## src/rtl/norm_seq_ctrl.sv

```systemverilog
// Sequencer for FP-add normalization: one 1-bit shift with exponent adjust per cycle until the value is normalized.
// Latency: 2 cycles from the accepted start to done, plus 1 cycle per left shift.
// Backpressure: none. start is sampled only in IDLE. Results and flags hold until the next accepted start.
//
// Ports:
//   clk, rst_n              clock, synchronous active-low reset
//   start                   request; ignored while busy
//   exp_in, fraction_in     raw post-add exponent and 27-bit fraction ([26] carry, [25] hidden)
//   busy, done              operation in flight / one-cycle result-valid pulse
//   exp_out, fraction_out   normalized result, captured on entry to DONE
//   zero, overflow, underflow  mutually exclusive result status
//   shift, shift_src        datapath shift enable and direction (1 = right, exp+1)

// Single-step normalization datapath. Shifts the fraction by one bit and
// adjusts the exponent by one.
module norm_step (
  input  logic        right,
  input  logic [7:0]  exp_cur,
  input  logic [26:0] frac_cur,
  output logic [7:0]  exp_nxt,
  output logic [26:0] frac_nxt
);
  always_comb begin
    if (right) begin
      exp_nxt  = exp_cur + 8'd1;
      frac_nxt = {1'b0, frac_cur[26:1]};
    end else begin
      exp_nxt  = exp_cur - 8'd1;
      frac_nxt = {frac_cur[25:0], 1'b0};
    end
  end
endmodule

module norm_seq_ctrl #(
  parameter int MAX_STEPS = 26,
  parameter int EXP_MAX   = 255
) (
  input  logic        clk,
  input  logic        rst_n,
  input  logic        start,
  input  logic [7:0]  exp_in,
  input  logic [26:0] fraction_in,
  output logic        busy,
  output logic        done,
  output logic [7:0]  exp_out,
  output logic [26:0] fraction_out,
  output logic        zero,
  output logic        overflow,
  output logic        underflow,
  output logic        shift,
  output logic        shift_src
);
  localparam int             CW       = $clog2(MAX_STEPS + 1);
  localparam logic [CW-1:0]  CNT_MAX  = CW'(MAX_STEPS);
  localparam logic [7:0]     EXP_MAX8 = 8'(EXP_MAX);

  typedef enum logic [1:0] {S_IDLE, S_SHIFT, S_DONE} state_t;

  state_t        state;
  logic [7:0]    exp_r;
  logic [26:0]   frac_r;
  logic [CW-1:0] step_cnt;
  logic [7:0]    exp_nxt;
  logic [26:0]   frac_nxt;

  norm_step u_step (
    .right    (shift_src),
    .exp_cur  (exp_r),
    .frac_cur (frac_r),
    .exp_nxt  (exp_nxt),
    .frac_nxt (frac_nxt)
  );

  // The shift request mirrors the SHIFT-state decision priority below. The
  // exponent guard keeps a left shift from taking the exponent below 1.
  always_comb begin
    shift     = 1'b0;
    shift_src = 1'b0;
    if (state == S_SHIFT && frac_r != '0) begin
      if (frac_r[26]) begin
        shift     = 1'b1;
        shift_src = 1'b1;
      end else if (!frac_r[25] && exp_r > 8'd1 && step_cnt != CNT_MAX) begin
        shift = 1'b1;
      end
    end
  end

  always_ff @(posedge clk) begin
    if (!rst_n) begin
      state        <= S_IDLE;
      exp_r        <= '0;
      frac_r       <= '0;
      step_cnt     <= '0;
      busy         <= 1'b0;
      done         <= 1'b0;
      exp_out      <= '0;
      fraction_out <= '0;
      zero         <= 1'b0;
      overflow     <= 1'b0;
      underflow    <= 1'b0;
    end else begin
      case (state)
        S_IDLE: begin
          done <= 1'b0;
          if (start) begin
            exp_r     <= exp_in;
            frac_r    <= fraction_in;
            step_cnt  <= '0;
            zero      <= 1'b0;
            overflow  <= 1'b0;
            underflow <= 1'b0;
            busy      <= 1'b1;
            state     <= S_SHIFT;
          end
        end
        S_SHIFT: begin
          if (frac_r == '0) begin
            // An exact zero gets a zero exponent regardless of the input exponent.
            zero         <= 1'b1;
            exp_r        <= '0;
            exp_out      <= '0;
            fraction_out <= '0;
            done         <= 1'b1;
            state        <= S_DONE;
          end else if (frac_r[26]) begin
            // The carry needs a single right shift. The post-shift value is
            // the result, so capture the datapath output directly.
            exp_r        <= exp_nxt;
            frac_r       <= frac_nxt;
            exp_out      <= exp_nxt;
            fraction_out <= frac_nxt;
            overflow     <= (exp_nxt == EXP_MAX8);
            done         <= 1'b1;
            state        <= S_DONE;
          end else if (frac_r[25] || exp_r <= 8'd1 || step_cnt == CNT_MAX) begin
            underflow    <= !frac_r[25] && exp_r <= 8'd1;
            exp_out      <= exp_r;
            fraction_out <= frac_r;
            done         <= 1'b1;
            state        <= S_DONE;
          end else begin
            exp_r    <= exp_nxt;
            frac_r   <= frac_nxt;
            step_cnt <= step_cnt + CW'(1);
          end
        end
        S_DONE: begin
          done  <= 1'b0;
          busy  <= 1'b0;
          state <= S_IDLE;
        end
        default: begin
          done  <= 1'b0;
          busy  <= 1'b0;
          state <= S_IDLE;
        end
      endcase
    end
  end
endmodule

```

## config.mk

```make
export PLATFORM = sky130hd
export DESIGN_NAME = norm_seq_ctrl
export DESIGN_NICKNAME = d
export VERILOG_FILES = /design/src/rtl/norm_seq_ctrl.sv
export SDC_FILE = /design/constraint.sdc
export NUM_CORES = 1
export LEC_CHECK = 0
export ABC_AREA = 1
export BUFFER_PORTS_ARGS = -buffer_cell sky130_fd_sc_hd__buf_4
export CORE_ASPECT_RATIO = 1.2
export CORE_MARGIN = 2
export CORE_UTILIZATION = 35
export CTS_BUF_LIST = sky130_fd_sc_hd__clkbuf_8 sky130_fd_sc_hd__clkbuf_16
export DETAILED_ROUTE_END_ITERATION = 8
export SYNTH_ARGS = -nofsm -noshare
export SYNTH_HDL_FRONTEND = slang
export SYNTH_SLANG_ARGS = --single-unit
```

## constraint.sdc

```tcl
create_clock -name clk -period 1.9 [get_ports clk]
set_clock_uncertainty 0.05 [all_clocks]
set_input_delay 0.19 -clock clk [delete_from_list [all_inputs] [get_ports clk]]
set_output_delay 0.19 -clock clk [all_outputs]
set_load 0.005 [all_outputs]
```

==> key figures, run 1 <==
STA
  – Final worst path period share: 95.9%
  – Slew margin rel.: 68.6%
  – Fin Setup TNS: 0 ns
  – Slew @ Worst Pin: 0.470 ns
  – Max Clk Rate: 549 MHz
  – Fin. Hold Viols: 0
  – Final Slew Violations: 0
  – Fin crit period: 1.82 ns
  – Final setup fails: 0

Global route
  – Gr busiest metal: met2
  – Met1 usage: 24.8%
  – GR Util met2: 37.4%
  – Global Route Usage Sum: 21.1%
  – Initial antenna violation count: 0
  – Pin count of the biggest net entering global routing: 49
  – GRT Residual Overflow: 0
  – M3 GR Usage: 3.43%
  – Vias in the first global route: 5,171
  – First-pass GRT wire length: 25,500 um

Power and ir drop
  – VDD IR max: 0.598 mV
  – Psw: 4.61 mW
  – Clock share of power: 18.9%
  – Seq pwr share: 25.0%
  – Internal power: 5.77 mW
  – Power Total: 10.4 mW
  – Switching share of power: 44.4%
  – Combinational Power Share: 56.1%
  – Cell leakage power: 3.39 nW
  – PwrDens: 1570 mW/mm^2

Worst setup path
  – CP top delay family: simple AND/OR/NAND/NOR gates
  – Reg2Reg Setup Slack: 0.11 ns
  – Crit Path Max Fanout: 4
  – Slowest CP cell: dfxtp_1
  – Startpoint class of the critical path: register
  – CP Cell Sequence: nor3_1, nand2_1, nor2_2, nand2_2, nand2_4, a21oi_2, buf_4
  – CP endpoint kind: output pin
  – CP arrival: 1.58 ns
  – Worst EP required: 1.66 ns
  – Type of the worst setup path: reg -> out
  – WP buf/inv: 1
  – Max incr delay on CP: 0.32 ns

Clocking
  – Root buffer cell: clkbuf_16
  – CTS clk-pin slew, worst paths: 0.07 ns
  – CTS tree: built
  – Max clock buf depth: 2
  – Clock Latency Late Sink: 0.35 ns
  – Cts bufs inserted: 9
  – TritonCTS sink count: 82
  – CTS Hold Bufs: 0
  – Htree depth: 3

Route
  – Post-route antenna net violation count: 0
  – Avg WL per Cell: 14.0 um
  – Post-route DRC: 0
  – Number of DRC markers in iteration 0: 298
  – Avg Vias per Cell: 4.87
  – Pre-antenna DRT Iters: 5
  – Wirelength, routed: 16,100 um
  – Vias: 5,586

Die
  – Initial Util: 35.9%
  – Core Region: 0.0138 mm^2
  – Rows: 47
  – Die Width: 113 um
  – Die area: 0.0151 mm^2
  – Die Height: 134 um
  – # IOs: 80

Synthesis
  – Post-synthesis net count: 902
  – Synth Instances: 859
  – Synth unique cells: 28
  – Sequential cell area fraction in the yosys report: 33.1%
  – Syn_area_per_cell: 5.77 um^2
  – Flops & latches, synth: 82
  – Ys Warns: 0
  – Synthesized cell area: 0.00495 mm^2

Cells and area
  – Diodes inserted: 0
  – Most frequent cells in the layout: nand2_1, nor2_1, buf_4
  – Final nets: 1,013
  – Layout area overhead: 33.4%
  – Layout cell share with drive strength beyond 1: 20.7%
  – # fillers: 1,468
  – Commonest non-fill, non-tap cell in the layout: nand2_1

Worst hold path
  – Worst hold path class: in -> reg

Placed design
  – I/O Buffers: 79
  – Routability cong.: 0.862
  – Dpl hpwl: 11,500 um

Run status
  – Status: finished, final reports clean

Job
  – Maxcap violations: 0
## metrics by stage
stage	util, %	instance area [um^2]	setup slack [ns]	cells	hold WS (ns)
final	47.8	6610	0.0771	1146	0.0897
after global routing	47.8	6610	-0.0225	1146	0.0973
after CTS	46.3	6400	0.000212	1139	0.0869
after detailed placement	43.8	6060	0.0355	1122	0.384
after global placement	43.8	6060	0.0648	1122	0.377
after floorplan	-	4950	0.0316	859	0.287
## cells in the mapped netlist
cell	instances	share of area, %
xnor2_1	1	0.18
nand2_4	2	0.45
o22ai_1	1	0.13
o31ai_1	1	0.15
inv_1	57	4.3
nand3_1	74	7.5
nand4_1	2	0.25
nor3_1	4	0.40
ha_1	5	1.3
buf_6	4	0.91
buf_1	3	0.23
nand2_1	301	23
clkbuf_2	1	0.10
nor2_2	3	0.38
o21ai_0	64	6.5
nor2_1	170	13
o21ai_1	9	0.91
o211ai_1	1	0.15
nand2_2	5	0.63
nand3_2	2	0.40
buf_2	13	1.3
nand3b_1	1	0.15
dfxtp_1	82	33
clkbuf_1	23	1.7
inv_4	1	0.13
xor2_1	3	0.53
a21oi_1	22	2.2
inv_2	4	0.30
## registers in the layout, summed over array words and instances, names as in the netlist
signal and flops:
state 2, zero 1, underflow 1, fraction_out 27, overflow 1, done 1, step_cnt 5, frac_r 27
exp_out 8, busy 1, exp_r 8
## power by group through the flow
stage	clock (mW)	sequential [mW]	combinational [mW]
after floorplan	0	2.57	3.34
after global placement	0	2.62	5.28
after CTS	1.99	2.58	5.33
final	1.96	2.60	5.82
after global routing	2.06	2.67	6.53
after detailed placement	0	2.61	5.29
## area by class of cell
type / count / area, um^2 / area share (%)
multi-input combinational: 671 / 2960 / 44.8
sequential: 82 / 1650 / 24.9
timing repair buffer: 144 / 1220 / 18.5
inverter: 62 / 238 / 3.60
clock buffer: 9 / 225 / 3.41
tap: 171 / 214 / 3.24
clock inverter: 7 / 100 / 1.51
## worst paths after layout
| kind | from | to | cells past startpoint |
|---|---|---|---|
| hold reg to reg | fraction_out[26]$_SDFFE_PN0P_ | fraction_out[26]$_SDFFE_PN0P_ | 2 |
| setup / recovery | frac_r[22]$_SDFFE_PN0P_ | shift | 7 |
| hold / removal | fraction_in[26] | frac_r[26]$_SDFFE_PN0P_ | 3 |
| setup reg to reg | state[0]$_SDFFE_PN0P_ | fraction_out[6]$_SDFFE_PN0P_ | 9 |
## repair_timing
item | in CTS | in global routing
endpoints found under the setup margin | 1 | 72
setup buffers | 1 | 4
gates resized for setup | 1 | 43
hold endpoints to repair | 0 | 0
pin swaps | 1 | 16
gates cloned | 0 | 3
## worst reg2reg max path: stages, from the launching register on
cell	delay, ns
dfxtp_1	0.34
inv_1	0.09
nor2_4	0.10
nand2_1	0.11
buf_12	0.20
o21ai_0	0.30
nand2_1	0.12
a21oi_1	0.20
buf_4	0.14
nor2_1	0.03
## metal layers
metal | routed length, um | up-vias
met3 | 709 | 35
li1 | - | 2913
met5 | 0 | -
met2 | 8150 | 159
met1 | 6700 | 2479
met4 | 533 | 0
## logic make-up (layout without fill, tap and decap cells)
| group | after synthesis | after routing | synth area share, % |
|---|---|---|---|
| flops | 82 | 82 | 33.1 |
| compound gates | 98 | 98 | 10.0 |
| simple gates | 564 | 564 | 45.8 |
| buf+inv | 106 | 222 | 9.04 |
| fa+ha+maj | 5 | 5 | 1.26 |
| xor+xnor | 4 | 4 | 0.707 |
(Power assumes the default switching activity.)
==> run 2: changes to the inputs <==
- CELL_PAD_IN_SITES_DETAIL_PLACEMENT: not set -> 1
- CELL_PAD_IN_SITES_GLOBAL_PLACEMENT: not set -> 1
- CORE_MARGIN: 2 -> 1
- PLACE_DENSITY_LB_ADDON: not set -> 0.1
==> run 2 against run 1 <==
Sequential share of layout area is 0.63 points lower. Sequential cell count stayed put. First-iteration DRC count is 3.0% higher. Clock-buffer cell count stayed put.
==> key figures, run 2 (same netlist as run 1, synthesis figures left out) <==
Placed design
  – I/O Buffers: 79
  – Post-DP Area: 0.00602 mm^2
  – Dpl hpwl: 13,400 um
  – Placed cell count: 1,120
  – Routability cong.: 0.852

Run status
  – Status: finished, final reports clean

Cells and area
  – Multi-input logic area: 0.00307 mm^2
  – Most frequent cells in the layout: nand2_1, nor2_1, buf_4
  – Layout cell share with drive strength beyond 1: 23.2%
  – Storage element area: 0.00165 mm^2
  – Largest registers: frac_r: 27 flops, fraction_out: 27 flops
  – Final nets: 1,017
  – Non-filler instance count after layout: 1,150
  – Diodes inserted: 0
  – Layout area overhead: 37.3%
  – Final instance area: 0.00680 mm^2
  – Fin util: 49.2%
  – Commonest non-fill, non-tap cell in the layout: nand2_1
  – # fillers: 1,906

STA
  – Fin. Hold Viols: 0
  – Max Clk Rate: 530 MHz
  – Worst hold slack: 0.0828 ns
  – Slew margin rel.: 66.5%
  – RSZ-0062 raised after global routing: true
  – Fin crit period: 1.89 ns
  – Final worst path period share: 99.3%
  – Final Slew Violations: 0
  – Slew @ Worst Pin: 0.498 ns
  – Final setup fails: 0

Worst setup path
  – Critical path's most frequent cell: buf_6
  – Startpoint class of the critical path: register
  – Type of the worst setup path: reg -> out
  – CP arrival: 1.65 ns
  – Max incr delay on CP: 0.34 ns
  – Worst EP required: 1.66 ns
  – CP endpoint kind: output pin
  – CP Cell Sequence: inv_2, ha_4, nor2_4, nor2_1, nand2_1, nand2_2, buf_6, a21oi_4, buf_6
  – Slowest CP cell: dfxtp_2
  – Crit Path Max Fanout: 4

Power and ir drop
  – Power Total: 11.0 mW
  – Cell leakage power: 3.45 nW
  – VDD IR max: 0.540 mV
  – PwrDens: 1620 mW/mm^2

Clocking
  – Max clock buf depth: 2
  – Clock Latency Late Sink: 0.35 ns
  – Htree depth: 3
  – TritonCTS sink count: 82
  – CTS clk-pin slew, worst paths: 0.06 ns
  – CTS tree: built
  – Cts bufs inserted: 9
  – Root buffer cell: clkbuf_16
  – CTS Hold Bufs: 0

Global route
  – Global Route Usage Sum: 25.0%
  – Pin count of the biggest net entering global routing: 50
  – Vias in the first global route: 5,962
  – GRT Residual Overflow: 0
  – First-pass GRT wire length: 29,100 um
  – Initial antenna violation count: 0

Die
  – Rows: 47
  – Die Height: 132 um
  – Initial Util: 35.9%
  – Core Region: 0.0138 mm^2
  – Die Width: 111 um
  – Die area: 0.0146 mm^2
  – # IOs: 80

Route
  – Post-route DRC: 0
  – Avg Vias per Cell: 5.06
  – Wirelength, routed: 18,700 um
  – Post-route antenna net violation count: 0
  – Number of DRC markers in iteration 0: 307
  – Vias: 5,823
  – Pre-antenna DRT Iters: 4
  – Avg WL per Cell: 16.3 um

Job
  – Maxcap violations: 0

Worst hold path
  – Worst hold path class: in -> reg
-- run 2: what timing repair did --
action / in CTS / in global routing
setup endpoints to repair: 14 / 73
setup buffers: 2 / 8
gates cloned: 0 / 4
resized for setup: 17 / 76
pin swaps: 5 / 16
-- run 2: final timing paths --
kind	start	endpoint	slack, ns	cells after the start
min	fraction_in[26]	frac_r[26]$_SDFFE_PN0P_	0.08	3
min reg2reg	fraction_out[26]$_SDFFE_PN0P_	fraction_out[26]$_SDFFE_PN0P_	0.39	2
max reg2reg	exp_r[1]$_SDFFE_PN0P_	frac_r[16]$_SDFFE_PN0P_	0.03	13
max	exp_r[1]$_SDFFE_PN0P_	shift	0.01	9
-- run 2: critical path: cells and delay by family (launching register included) --
kind | cells | cell delay [ns]
flops | 1 | 0.34
fa+ha+maj | 1 | 0.17
simple gates | 4 | 0.31
buf+inv | 3 | 0.32
compound gates | 1 | 0.14
-- run 2: metrics by stage --
step	setup WS [ns]	setup TNS [ns]
2_1_floorplan	0.0316	0
4_1_cts	0.00165	0
3_3_place_gp	0.0633	0
3_5_place_dp	-0.0293	-0.166
6_report	0.0135	0
5_1_grt	-0.0859	-1.05
-- run 2: final cells by class --
| cell class | count | share of cell area [%] |
|---|---|---|
| inverters | 62 | 3.64 |
| clock buffers | 9 | 3.31 |
| multi-input cells | 671 | 45.2 |
| well taps | 171 | 3.15 |
| repair buffers | 148 | 19.0 |
| clock inverters | 7 | 1.47 |
| flip-flops and latches | 82 | 24.3 |
-- run 2: power by group --
group	switching, mW	internal, mW	total, mW
Combinational	3.84	2.61	6.45
Sequential	0.391	2.24	2.64
Clock	0.792	1.16	1.96
-- run 2: layer usage --
layer  share of wire, %  up-vias  track usage (%)
li1                   -     2914                -
met1                 39     2777             26.2
met2                 55       95             48.5
met3                2.4       37             3.03
met4                3.4        0             12.4
met5                  0        -                0
==> run 3: changes to the inputs <==
- CORE_ASPECT_RATIO: 1.2 -> not set
==> run 3 against run 2 <==
Final cell count down 0.26%. Final area down 4.8%. Largest power group unchanged. Global-route usage up 0.30 points. Sequential share of layout area up 1.2 points. Clock-buffer cell count unchanged.
==> key figures, run 3 (same netlist as run 1, synthesis figures left out) <==
Worst setup path
  – R2r endpoint: exp_out[1]$_SDFFE_PN0P_
  – Startpoint class of the critical path: register
  – CP arrival: 1.63 ns
  – Reg2Reg Setup Slack: 0.04 ns
  – RR Startpoint: exp_r[0]$_SDFFE_PN0P_
  – CP Cell Sequence: inv_1, ha_2, nor2_2, nor2_2, nand2_2, nand2_4, a21oi_2, buf_4
  – Worst Setup SP: exp_r[0]$_SDFFE_PN0P_
  – Max incr delay on CP: 0.35 ns
  – R2r worst-path depth: 12
  – Slowest CP cell: dfxtp_2
  – Type of the worst setup path: reg -> out
  – Worst EP required: 1.66 ns
  – CP endpoint kind: output pin
  – Critical path's most frequent cell: nor2_2
  – Crit Path Max Fanout: 6

Clocking
  – Cts bufs inserted: 9
  – Max clock buf depth: 2
  – Root buffer cell: clkbuf_16
  – CTS Hold Bufs: 0
  – CTS tree: built
  – Htree depth: 3
  – Clock Latency Late Sink: 0.35 ns
  – TritonCTS sink count: 82
  – CTS clk-pin slew, worst paths: 0.07 ns

Cells and area
  – # fillers: 1,853
  – Final instance area: 0.00647 mm^2
  – Diodes inserted: 0
  – Storage element area: 0.00165 mm^2
  – Final nets: 1,005
  – Largest registers: frac_r: 27 flops, fraction_out: 27 flops
  – Commonest non-fill, non-tap cell in the layout: nand2_1
  – Layout cell share with drive strength beyond 1: 21.4%
  – Multi-input logic area: 0.00297 mm^2
  – Layout area overhead: 30.7%
  – Most frequent cells in the layout: nand2_1, nor2_1, buf_4

Global route
  – Pin count of the biggest net entering global routing: 39
  – Initial antenna violation count: 0
  – Global Route Usage Sum: 25.3%
  – Vias in the first global route: 5,789
  – GRT Residual Overflow: 0
  – First-pass GRT wire length: 28,900 um

Die
  – Die Height: 121 um
  – Core Region: 0.0138 mm^2
  – Rows: 43
  – # IOs: 80
  – Initial Util: 35.8%
  – Die area: 0.0146 mm^2
  – Die Width: 121 um

Worst hold path
  – Worst hold path class: in -> reg
  – Hold path depth: 3
  – Hold wc startpoint: fraction_in[26]
  – Worst hold endpoint: frac_r[26]$_SDFFE_PN0P_

STA
  – Slew @ Worst Pin: 0.507 ns
  – Max Clk Rate: 536 MHz
  – Fin Setup TNS: 0 ns
  – Final worst path period share: 98.2%
  – Final Slew Violations: 0
  – Slew margin rel.: 65.9%
  – RSZ-0062 raised after global routing: true
  – Fin. Hold Viols: 0
  – Fin crit period: 1.87 ns
  – Final setup fails: 0

Route
  – Wirelength, routed: 17,700 um
  – Number of DRC markers in iteration 0: 277
  – Avg Vias per Cell: 5.02
  – Post-route DRC: 0
  – Vias: 5,756
  – Post-route antenna net violation count: 0
  – Avg WL per Cell: 15.4 um
  – Pre-antenna DRT Iters: 4

Placed design
  – Routability cong.: 0.895
  – Dpl hpwl: 13,200 um
  – Post-DP Area: 0.00598 mm^2
  – I/O Buffers: 79

Power and ir drop
  – PwrDens: 1560 mW/mm^2
  – VDD IR max: 0.615 mV
  – Cell leakage power: 3.31 nW

Job
  – Maxcap violations: 0

Run status
  – Status: finished, final reports clean
[run 3: changes by cell type in the layout (fill, tap and decap cells not counted), moves of 5 or more]
cell,delta
nor2_1,+6
buf_6,-5
nor2_2,-5
nand2_1,+6
inv_2,+5
[run 3: worst max-delay path by stage]
stage / end / slack [ns] / depth (start not counted)
finish: shift / 0.03 / 8
global route: exp_out[4]$_SDFFE_PN0P_ / -0.06 / 13
CTS: shift / 0.007 / 9
detailed placement: exp_out[4]$_SDFFE_PN0P_ / -0.10 / 13
global placement: exp_out[4]$_SDFFE_PN0P_ / 0.01 / 12
floorplan: fraction_out[12]$_SDFFE_PN0P_ / 0.03 / 13
[run 3: through the flow]
stage / power [mW] / setup slack [ns] / cells / hold slack [ns] / util, %
after floorplan: 5.91 / 0.0316 / 859 / 0.287 / -
after global placement: 7.75 / 0.0142 / 1122 / 0.370 / 43.2
after detailed placement: 7.96 / -0.105 / 1122 / 0.392 / 43.2
after global routing: 11.0 / -0.0554 / 1147 / 0.0729 / 46.8
final: 10.1 / 0.0334 / 1147 / 0.0544 / 46.8
after CTS: 9.94 / 0.00689 / 1143 / 0.0419 / 45.9
[run 3: power breakdown]
group	total (mW)	internal (mW)	switching (mW)
clock	1.79	1.02	0.774
combinational	5.69	2.16	3.53
sequential	2.64	2.24	0.396
[run 3: per-layer routing]
layer  part of all wire [%]  GRT usage [%]  vias up
met4                    1.8           8.56        0
met2                     46           41.1      113
met3                    3.8           3.52       20
met5                      0              0        -
li1                       -              -     2890
met1                     48           34.2     2733
[run 3: cell type report]
cell class | count | share of cell area, %
multi-input cells | 671 | 45.9
flip-flops and latches | 82 | 25.5
repair buffers | 136 | 16.8
inverters | 62 | 3.83
clock buffers | 9 | 3.48
well taps | 180 | 3.48
clock inverters | 7 | 1.06
[run 3: repair_timing]
action | in CTS | in global routing
pin swaps | 4 | 7
setup endpoints to repair | 39 | 76
buffers inserted | 5 | 4
resized for setup | 13 | 58
[run 3: worst max-delay path, delay by kind of cell (launching register included)]
family	cells	cell delay, ns
fa+ha+maj	1	0.18
simple gates	4	0.38
compound gates	1	0.17
buf+inv	2	0.19
flops	1	0.35
